--- config.mk ---
export PLATFORM = sky130hd
export DESIGN_NAME = isp_raw_src_gen
export DESIGN_NICKNAME = d
export VERILOG_FILES = /design/src/rtl/isp_raw_src_gen.sv
export SDC_FILE = /design/constraint.sdc
export NUM_CORES = 1
export LEC_CHECK = 0
export CAP_MARGIN = 30
export CORE_UTILIZATION = 47
export DETAILED_ROUTE_END_ITERATION = 10
export DONT_BUFFER_PORTS = 1
export GPL_TIMING_DRIVEN = 0
export PLACE_DENSITY_LB_ADDON = 0.1
export SLEW_MARGIN = 20
export SYNTH_ARGS = -nofsm -noshare
export SYNTH_HDL_FRONTEND = slang
export SYNTH_SLANG_ARGS = --single-unit
--- constraint.sdc ---
create_clock -name pclk -period 4.8 [get_ports pclk]
set_input_delay 0.96 -clock pclk [delete_from_list [all_inputs] [get_ports pclk]]
set_output_delay 0.96 -clock pclk [all_outputs]
set_load 0.05 [all_outputs]
--- src/rtl/isp_raw_src_gen.sv ---
// Raw Bayer test-pattern video source. Generates vsync, active lines and
// blanking on pclk from the same width/height programming the ISP consumes,
// and fills each active line with one of four test patterns.
module isp_raw_src_gen #(
  parameter int unsigned VSYNC_W = 4,
  parameter int unsigned VBACK   = 8,
  parameter int unsigned HBLANK  = 16,
  parameter int unsigned VFRONT  = 8
) (
  input  logic        pclk,
  input  logic        rst_n,
  input  logic        enable,
  input  logic [1:0]  pattern_sel,
  input  logic [7:0]  flat_value,
  input  logic [31:0] isp_width,
  input  logic [31:0] isp_height,
  output logic        out_vsync,
  output logic        out_href,
  output logic [7:0]  out_raw,
  output logic        frame_done,
  output logic [15:0] frame_cnt,
  output logic        busy
);

  typedef enum logic [2:0] {
    S_IDLE,
    S_VSYNC,
    S_VBACK,
    S_ACTIVE,
    S_HBLANK,
    S_VFRONT
  } state_e;

  state_e      state_q, state_d;
  logic [15:0] cnt_q, cnt_d;     // cycles spent in current state; column in ACTIVE
  logic [15:0] row_q, row_d;
  logic [15:0] w_q, w_d;
  logic [15:0] h_q, h_d;
  logic [1:0]  pat_q, pat_d;
  logic [15:0] fcnt_q, fcnt_d;

  logic        vsync_q, vsync_d;
  logic        href_q, href_d;
  logic [7:0]  raw_q, raw_d;
  logic        done_q, done_d;
  logic        busy_q, busy_d;

  logic        start_ok;
  logic [7:0]  pix;

  // Only the low 16 bits of the geometry words are meaningful.
  logic unused_hi;
  assign unused_hi = ^{isp_width[31:16], isp_height[31:16]};

  assign start_ok = enable && (isp_width[15:0] >= 16'd2) && (isp_height[15:0] >= 16'd2);

  // State, counters and latched frame configuration.
  always_ff @(posedge pclk or negedge rst_n) begin
    if (!rst_n) begin
      state_q <= S_IDLE;
      cnt_q   <= '0;
      row_q   <= '0;
      w_q     <= '0;
      h_q     <= '0;
      pat_q   <= '0;
      fcnt_q  <= '0;
    end else begin
      state_q <= state_d;
      cnt_q   <= cnt_d;
      row_q   <= row_d;
      w_q     <= w_d;
      h_q     <= h_d;
      pat_q   <= pat_d;
      fcnt_q  <= fcnt_d;
    end
  end

  // Next-state sequencing through sync, back porch, lines and front porch.
  always_comb begin
    state_d = state_q;
    cnt_d   = cnt_q + 16'd1;
    row_d   = row_q;
    w_d     = w_q;
    h_d     = h_q;
    pat_d   = pat_q;
    unique case (state_q)
      S_IDLE: begin
        cnt_d = '0;
        row_d = '0;
        if (start_ok) begin
          state_d = S_VSYNC;
          w_d     = isp_width[15:0];
          h_d     = isp_height[15:0];
          pat_d   = pattern_sel;
        end
      end
      S_VSYNC: begin
        if (cnt_q == 16'(VSYNC_W - 1)) begin
          state_d = S_VBACK;
          cnt_d   = '0;
        end
      end
      S_VBACK: begin
        if (cnt_q == 16'(VBACK - 1)) begin
          state_d = S_ACTIVE;
          cnt_d   = '0;
          row_d   = '0;
        end
      end
      S_ACTIVE: begin
        if (cnt_q == w_q - 16'd1) begin
          state_d = S_HBLANK;
          cnt_d   = '0;
        end
      end
      S_HBLANK: begin
        if (cnt_q == 16'(HBLANK - 1)) begin
          cnt_d = '0;
          if (row_q == h_q - 16'd1) begin
            state_d = S_VFRONT;
          end else begin
            state_d = S_ACTIVE;
            row_d   = row_q + 16'd1;
          end
        end
      end
      S_VFRONT: begin
        if (cnt_q == 16'(VFRONT - 1)) begin
          cnt_d = '0;
          row_d = '0;
          if (start_ok) begin
            state_d = S_VSYNC;
            w_d     = isp_width[15:0];
            h_d     = isp_height[15:0];
            pat_d   = pattern_sel;
          end else begin
            state_d = S_IDLE;
          end
        end
      end
      default: begin
        state_d = S_IDLE;
        cnt_d   = '0;
      end
    endcase
  end

  // Pixel value for the upcoming cycle, from next column/row and latched pattern.
  always_comb begin
    pix = '0;
    unique case (pat_d)
      2'd0: pix = 8'(cnt_d + row_d);
      2'd1: begin
        if (!row_d[0] && !cnt_d[0])     pix = 8'hF0;
        else if (row_d[0] && cnt_d[0])  pix = 8'h10;
        else                            pix = 8'h80;
      end
      2'd2: pix = flat_value;
      2'd3: pix = (cnt_d[3] ^ row_d[3]) ? 8'hFF : 8'h00;
      default: pix = '0;
    endcase
  end

  // Outputs decoded from next state so they are registered yet aligned with the state.
  always_comb begin
    vsync_d = (state_d == S_VSYNC);
    href_d  = (state_d == S_ACTIVE);
    raw_d   = href_d ? pix : '0;
    done_d  = (state_d == S_VFRONT) && (cnt_d == 16'(VFRONT - 1));
    busy_d  = (state_d != S_IDLE);
    fcnt_d  = fcnt_q + {15'd0, done_d};
  end

  // Output registers.
  always_ff @(posedge pclk or negedge rst_n) begin
    if (!rst_n) begin
      vsync_q <= 1'b0;
      href_q  <= 1'b0;
      raw_q   <= '0;
      done_q  <= 1'b0;
      busy_q  <= 1'b0;
    end else begin
      vsync_q <= vsync_d;
      href_q  <= href_d;
      raw_q   <= raw_d;
      done_q  <= done_d;
      busy_q  <= busy_d;
    end
  end

  assign out_vsync  = vsync_q;
  assign out_href   = href_q;
  assign out_raw    = raw_q;
  assign frame_done = done_q;
  assign frame_cnt  = fcnt_q;
  assign busy       = busy_q;

endmodule
; ---- Word level (Yosys, flattened, before mapping)
; Index checks and enable logic that the tools add are counted.
; W data, S select, Z words.
[totals]
ff_bits = 97
input_bits = 77
out_inout_bits = 28
elab_cells = 84
[op_classes]
add_sub_neg = 6
magnitude_cmp = 2
eq_ne = 18
n_mux = 32
bitwise_logic = 1
reduce_logical = 13
[ops]
columns = operator, n
row1 = $mux W16, 11
row2 = $pmux W16 S2, 2
row3 = $pmux W16 S4, 1
row4 = $pmux W16 S3, 1
row5 = $add A16 B1 Y16 const B, 2
row6 = $eq A16 B16 Y1, 2
row7 = $eq A16 B3 Y1 const B, 2
row8 = $ge A16 B2 Y1 const B, 2
row9 = $mux W8, 4
row10 = $pmux W8 S4, 1
row11 = $sub A16 B1 Y16 const B, 2
row12 = $mux W3, 7
row13 = $pmux W3 S6, 1
row14 = $add A16 B1 Y16, 1
row15 = $eq A16 B2 Y1 const B, 1
row16 = $eq A16 B4 Y1 const B, 1
row17 = $eq A3 B2 Y1 const B, 3
row18 = $eq A3 B3 Y1 const B, 3
row19 = $add A8 B8 Y8, 1
row20 = $eq A3 B1 Y1 const B, 2
row21 = $logic_and A1 B1 Y1, 5
row22 = $eq A2 B2 Y1 const B, 2
row23 = $mux W2, 2
row24 = $pmux W2 S2, 1
row25 = 11 further kinds, 12

; ---- Longest topological paths before layout
; Gate-level depths: netlist of the first run.
[logic_depth]
word_depth = 10
mapped_depth = 22

; ---- Worst setup path before layout of the first run
; No wires, ideal clock.
[synth_timing]
path_type = reg-to-reg
startpoint = register w_q[2]
endpoint = register fcnt_q[14] (netlist: frame_cnt[14])
setup_ns = 0.082
t_arrival_ns = 4.268
t_required_ns = 4.718
setup_slack_ns = 0.450
stages_incl_launch_ff = 18
period_less_slack_ns = 4.350
path_cell_list = dfrtp_1 -> clkbuf_1 -> or4_1 -> nor4_1 -> mux2i_1 -> a2111oi_1 -> nand3_1 -> a21oi_2 -> nor2_1 -> nor4_1 -> nand4_1 -> nor3_1 -> ha_1 -> ha_1 -> nand2_1 -> or2_2 -> nor2_1 -> xor2_1
[synth_via]
elab_chain_cells = 7
[synth_lines]
columns = element, line_no
row1 = start: declaration, 37  ; logic [15:0] w_q, w_d;
row2 = start signal: assignment, 71  ; w_q <= w_d;
row3 = $sub A16 B1 Y16, 111  ; if (cnt_q == w_q - 16'd1) begin
row4 = $eq A16 B16 Y1, 111
row5 = $mux W16, 111
row6 = $pmux W16 S4, 86  ; unique case (state_q)
row7 = net cnt_d[13], 35  ; logic [15:0] cnt_q, cnt_d;
row8 = $eq A16 B3 Y1, 169  ; done_d = (state_d == S_VFRONT) && (cnt_d == 16'(VFRONT - 1));
row9 = $logic_and A1 B1 Y1, 169
row10 = net done_d, 45  ; logic done_q, done_d;
row11 = $add A16 B1 Y16, 171  ; fcnt_d = fcnt_q + {15'd0, done_d};
row12 = net fcnt_d[14], 40  ; logic [15:0] fcnt_q, fcnt_d;
row13 = end signal: assignment, 74  ; fcnt_q <= fcnt_d;
row14 = end: declaration, 40
; The timed path passes the listed nets, and every way through them passes these cells.
; A chain may end at the register's enable or synchronous reset.

; ---- Final worst setup path of the first run
[layout_timing]
startpoint = register h_q[2]
endpoint = register raw_q[6] (netlist: out_raw[6])
[layout_via]
elab_chain_cells = 10
[layout_lines]
columns = element, line_no
row1 = start: declaration, 38  ; logic [15:0] h_q, h_d;
row2 = start signal: assignment, 64  ; h_q <= '0;
row3 = start signal: assignment, 72  ; h_q <= h_d;
row4 = $sub A16 B1 Y16 *, 119  ; if (row_q == h_q - 16'd1) begin
row5 = $eq A16 B16 Y1 *, 119
row6 = $mux W16 *, 119
row7 = $mux W16 *, 117  ; if (cnt_q == 16'(HBLANK - 1)) begin
row8 = $pmux W16 S3 *, 86
row9 = net row_d[0], 36  ; logic [15:0] row_q, row_d;
row10 = "parallel branches: the longest is 3 deep, another holds $add A8 B8 Y8", --
row11 = $pmux W8 S4 *, 151  ; unique case (pat_d)
row12 = $mux W8 *, 168  ; raw_d = href_d ? pix : '0;
row13 = net raw_d[6], 44  ; logic [7:0] raw_q, raw_d;
row14 = end signal: assignment, 185  ; raw_q <= raw_d;
row15 = end: declaration, 44
; Mark *: on every way through the listed nets, which the timed path passes.

==> results.ini, run 1 <==
[outcome]
status=finished, final reports clean

[critical_path]
crit_chain=buf_6 -> or4_4 -> or3_1 -> a211oi_2 -> nand4_1 -> a221oi_1 -> a21oi_2 -> nand2_1 -> clkbuf_2 -> o21ai_2 -> ha_1 -> fa_1 -> nor2_1 -> a21boi_0 -> a41oi_1 -> mux2_2 -> o21ai_0
crit_path_max_fanout=10
slowest_stage=or4_4
cpPeakStageDelay_ns=0.58
crit_required_ns=5.07
cp.arrival_ns=4.81
start_kind=register
critical_path_class=register to register
end_kind=register

[logic_synthesis]
ys_seq_area_share_pct=38.28
syn_inst=700
synth_top_area_share_pct=38.28
syn_nets=791
synth.ff_latch_count=97
yosysWarnings=0
ys_top_cells_by_area=dfrtp_1 (38%), xnor2_1 (6.1%), mux2_2 (5.1%)
async_reset_ff_share_pct=100.0
mappedNetlistArea_um2=6341
yosysMostFrequentCell=dfrtp_1
syn-mean-instance-area_um2=9.059
synth_flop_cell=dfrtp_1
yosysTopAreaCell=dfrtp_1
synth_edf_count=0
synthTopCellsByCount=dfrtp_1 (97), nand2_1 (63), nor2_1 (63)
synth_cell_types=75

[sta]
clock.fmax_mhz=220.3
worst-slew-pin-transition_ns=0.9931
final_max_slew_viol_count=0
setup_viol=0
finalCritPeriodShare_pct=94.57
final_hold_viol_count=0
fin_skew_ns=0.01065
rsz0062_at_grt=false
fin_hold_ws_ns=0.3006
relSlewSlack_pct=33.28
fin_crit_ns=4.540

[pwr]
p_seq_share_pct=37.0
p_int_mw=1.997
total_power_mw=3.416
powerDensity_nw_per_um2=487.1
cellLeakagePower_nw=2.932
switching_power_mw=1.419
clockPowerShare_pct=21.8
vdd_ir_drop_max_mv=0.2738
switching_share_pct=41.55
comb_power_share_pct=41.3

[floorplanning]
die-area_um2=13960
initial_core_util_pct=48.07
io-pin-count=105
die_y_um=118.2
die_x_um=118.2
num_rows=42
core_area_um2=13190

[grt]
antenna_found_initial=0
grt_pass1_wl_um=25340
grt_max_degree=98
grt_pass1_vias=5057
track_usage_pct=22.73
grt.overflow.total=0

[finish]
design_area_um2=7013
antenna_cells=0
fin_nets=805
area_growth_pct=10.60
final.fill_count=1238
drive_gt1_share_pct=14.60

[clock_tree]
clk_pin_slew_ns=0.07
clk_path_buf_depth=2
root_buffer=clkbuf_16
htree_num_levels=3
clkSinkCount=97
cts_tree=built
cts_made_buffers=9
clock_latency_ns=0.36

[place]
gp_congestion=0.8837
place_hpwl_um=11260
io_buffers=0
place_area_um2=6561

[hold_path]
hp-class=primary input to async pin

[drt]
routedWlPerCell_um=17.00
first_iter_violations=296
antenna_left=0
routed-via-count=5288
route.detailed.drc=0
dr.pass1.iters=5
via_per_inst=5.908
drt-total-wl_um=15220

[job]
cap_violations=0

-- state kept, by name, summed over array words and instances (netlist names) --
signal / cells
cnt_q: 16
frame_cnt: 16
h_q: 16
row_q: 16
w_q: 16
out_raw: 8
state_q: 3
pat_q: 2
busy: 1
frame_done: 1
out_href: 1
out_vsync: 1
-- logic make-up (layout without fill, tap and decap cells) --
| family | after synthesis | in the layout | synth area share (%) |
|---|---|---|---|
| AOI/OAI and AO/OA | 128 | 128 | 14.09 |
| xor gates and xnor gates | 71 | 71 | 9.807 |
| adders and majority gates | 14 | 14 | 2.881 |
| buffers and inverters | 59 | 78 | 4.242 |
| DFF | 97 | 97 | 38.28 |
| muxes | 37 | 37 | 6.492 |
| and+or+nand+nor | 294 | 294 | 24.21 |
-- final timing paths --
path | startpoint | slack, ns | end | cells past startpoint
worst min-delay path | rst_n | 0.30 | h_q[15] | 0
worst max-delay path | h_q[2] | 0.26 | out_raw[6] | 17
worst min register to register | row_q[14] | 0.53 | row_q[14] | 1
max in group asynchronous | rst_n | 4.34 | row_q[0] | 0
worst max register to register | h_q[2] | 0.26 | out_raw[6] | 17
min in group pclk | row_q[14] | 0.53 | row_q[14] | 1
-- cell usage in the layout, fill, tap and decap left out, drive strengths merged, types with 8 or more instances in the layout --
cell type / count
or3: 11
nor2: 63
a21oi: 22
mux2: 30
and3: 16
nor3: 23
o21ai: 40
ha: 13
xnor2: 44
clkbuf: 35
nand2: 63
nand3: 26
a31oi: 10
buf: 16
inv: 21
nand4: 20
dfrtp: 97
nor4: 21
xor2: 27
a211oi: 8
-- cell type report --
cell class	count	area, um2	share of cell area [%]
Multi-Input combinational cell	544	3761	53.63
Clock buffer	9	225.2	3.211
Inverter	20	75.07	1.070
Timing Repair Buffer	5	37.54	0.5352
Tap cell	176	220.2	3.140
Clock inverter	7	77.57	1.106
Buffer	37	188.9	2.694
Sequential cell	97	2427	34.61
-- worst max-delay path, delay by kind of cell (launching register included) --
| kind | cells | cell delay, ns |
|---|---|---|
| adders and majority gates | 2 | 0.67 |
| DFF | 1 | 0.37 |
| buffers and inverters | 2 | 0.37 |
| muxes | 1 | 0.36 |
| AOI/OAI and AO/OA | 7 | 1.27 |
| and+or+nand+nor | 5 | 1.39 |
-- power groups by stage --
stage	Combinational (mW)	Sequential, mW	Clock (mW)
after floorplan	1.07	1.21	0
after global placement	1.30	1.26	0
after detailed placement	1.32	1.26	0
after CTS	1.38	1.25	0.767
after global routing	1.57	1.29	0.792
final	1.41	1.26	0.743
-- metal layers --
metal  vias to the layer above  track usage [%]  part of all wire (%)
met1                      2565            32.01                    48
met3                        17            4.585                   5.2
met2                       143            35.00                    46
li1                       2563                -                     -
met4                         0            7.292                   1.7
met5                         -                0                     0
-- metrics by stage --
stage               instances  setup WS, ns  setup TNS, ns  util (%)
detailed placement        876       -0.6880         -6.256     49.74
CTS                       893       0.02431              0     52.50
floorplan                 700        0.4503              0         -
finish                    895        0.2605              0     53.17
global route              895      0.008366              0     53.17
global placement          876       -0.6446         -5.416     49.74
-- timing repair --
action | CTS | global route
hold buffers | 0 | 0
endpoints found under the setup margin | 20 | 10
buffers inserted | 2 | 3
pin swaps | 1 | 5
resized for setup | 10 | 17
Power figures use the tool's default switching activity.
==> run 2, diff against run 1 <==
--- a/config.mk
+++ b/config.mk
@@ -11,6 +11,7 @@
 export DONT_BUFFER_PORTS = 1
 export GPL_TIMING_DRIVEN = 0
 export PLACE_DENSITY_LB_ADDON = 0.1
+export REMOVE_ABC_BUFFERS = 1
 export SLEW_MARGIN = 20
 export SYNTH_ARGS = -nofsm -noshare
 export SYNTH_HDL_FRONTEND = slang
==> run 2 against run 1 <==
Net effect: sequential share of layout area increased by 0.73 points; flip-flop and latch count unchanged; final area decreased by 2.1%; critical endpoint unchanged; largest cell class unchanged.
==> results.ini, run 2 (same netlist as run 1, synthesis figures left out) <==
[critical_path]
critical_path_class=register to register
crit_required_ns=5.08
crit_buf_inv=0
end_kind=register
r2r-start=h_q[7]
crit_path_end=out_raw[6]
crit_path_max_fanout=11
r2r-end=out_raw[6]
cpPeakStageDelay_ns=0.63
cp-startpoint=h_q[7]
start_kind=register
slowest_stage=or4_4
cp.arrival_ns=4.88
crit_chain=or4_4 -> o31a_2 -> o21bai_1 -> a311oi_1 -> nor2_1 -> a21oi_4 -> o21ai_4 -> nand2_1 -> o21ai_4 -> ha_1 -> fa_1 -> nor2_1 -> a21boi_0 -> a41oi_1 -> mux2_2 -> o21ai_0
crit_cells=16
rrSetupSlack_ns=0.20
crit_family=compound AO/OA/AOI/OAI gates
reg2reg_depth=16

[clock_tree]
clkSinkCount=97
root_buffer=clkbuf_16
clk_path_buf_depth=2
cts_tree=built
clk_pin_slew_ns=0.07
clock_latency_ns=0.36
htree_num_levels=3
cts_made_buffers=9

[sta]
final_max_slew_viol_count=0
worst-slew-pin-transition_ns=0.8384
setup_ws_ns=0.1958
setup_viol=0
clock.fmax_mhz=217.2
fin_hold_ws_ns=0.2886
finalCritPeriodShare_pct=95.92
fin_setup_tns_ns=0
fin_skew_ns=0.006877
final_hold_viol_count=0
fin_crit_ns=4.604
relSlewSlack_pct=42.51

[place]
io_buffers=0
place_hpwl_um=10910
gp_congestion=0.8695
place_area_um2=6406
pre_cts_ws_ns=-0.8442
place_inst=842

[hold_path]
hp-class=primary input to async pin

[floorplanning]
die_x_um=118.2
num_rows=42
die_y_um=118.2
initial_core_util_pct=48.07
core_area_um2=13190
io-pin-count=105
die-area_um2=13960

[drt]
routedWlPerCell_um=17.54
routed-via-count=5125
dr.pass1.iters=5
antenna_left=0
drt-total-wl_um=15140
first_iter_violations=376
route.detailed.drc=0
via_per_inst=5.939

[finish]
instances_no_fill=863
final_cell_mix=dfrtp_1 (97), nor2_1 (63), nand2_1 (62)
antenna_cells=0
design_area_um2=6869
fin_util_pct=52.08
drive_gt1_share_pct=14.26
final_common_cell=dfrtp_1
area_growth_pct=8.327
fin_nets=773

[pwr]
p_int_mw=1.901
p_seq_share_pct=41.2
cellLeakagePower_nw=2.889
switching_power_mw=1.420
comb_power_share_pct=37.0
powerDensity_nw_per_um2=483.5
switching_share_pct=42.76
total_power_mw=3.321
clockPowerShare_pct=21.8
vdd_ir_drop_max_mv=0.2551

[job]
cap_violations=0

[grt]
track_usage_pct=23.25
grt_pass1_wl_um=25960
antenna_found_initial=0
grt.overflow.total=0
grt_max_degree=98
grt_pass1_vias=5142

[outcome]
status=finished, final reports clean

==> run 2: changes by cell type in the layout (fill, tap and decap cells not counted), sizes merged <==
cell and delta:
bufinv -1, clkbuf -26, buf -6, clkinvlp -2, clkinv +3
==> run 2: worst min path at each step <==
stage / to / cells after the start / start / slack [ns]
after floorplan: row_q[14] / 1 / row_q[14] / 0.48
after CTS: cnt_q[12] / 0 / rst_n / 0.28
final: cnt_q[12] / 0 / rst_n / 0.29
after detailed placement: row_q[14] / 1 / row_q[14] / 0.53
after global routing: cnt_q[12] / 0 / rst_n / 0.27
after global placement: w_q[15] / 1 / w_q[15] / 0.52
==> run 2: routing by layer <==
metal | vias to the layer above | share of wire (%) | global-route usage [%] | wire length (um)
li1 | 2495 | - | - | -
met1 | 2462 | 47 | 32.85 | 7149
met2 | 145 | 45 | 35.00 | 6883
met3 | 23 | 5.6 | 5.212 | 841
met4 | 0 | 1.8 | 8.093 | 267
met5 | - | 0 | 0 | 0
==> run 2: what timing repair did <==
item,CTS,global route
hold buffers,0,0
buffers inserted,2,3
pin swaps,2,3
endpoints found under the setup margin,20,11
resized for setup,8,19
gates cloned,0,0
==> run 2: layout make-up <==
type / count / area (um2)
Fill cell: 1255 / 6321
Multi-Input combinational cell: 544 / 3774
Sequential cell: 97 / 2427
Clock buffer: 9 / 225.2
Tap cell: 176 / 220.2
Clock inverter: 7 / 77.57
Inverter: 20 / 75.07
Timing Repair Buffer: 10 / 70.07
==> run 2: power groups by stage <==
stage | Sequential (mW) | Clock (mW) | Combinational (mW)
detailed placement | 1.37 | 0 | 1.16
CTS | 1.36 | 0.750 | 1.20
floorplan | 1.28 | 0 | 0.946
global route | 1.41 | 0.787 | 1.38
finish | 1.37 | 0.723 | 1.23
global placement | 1.36 | 0 | 1.14
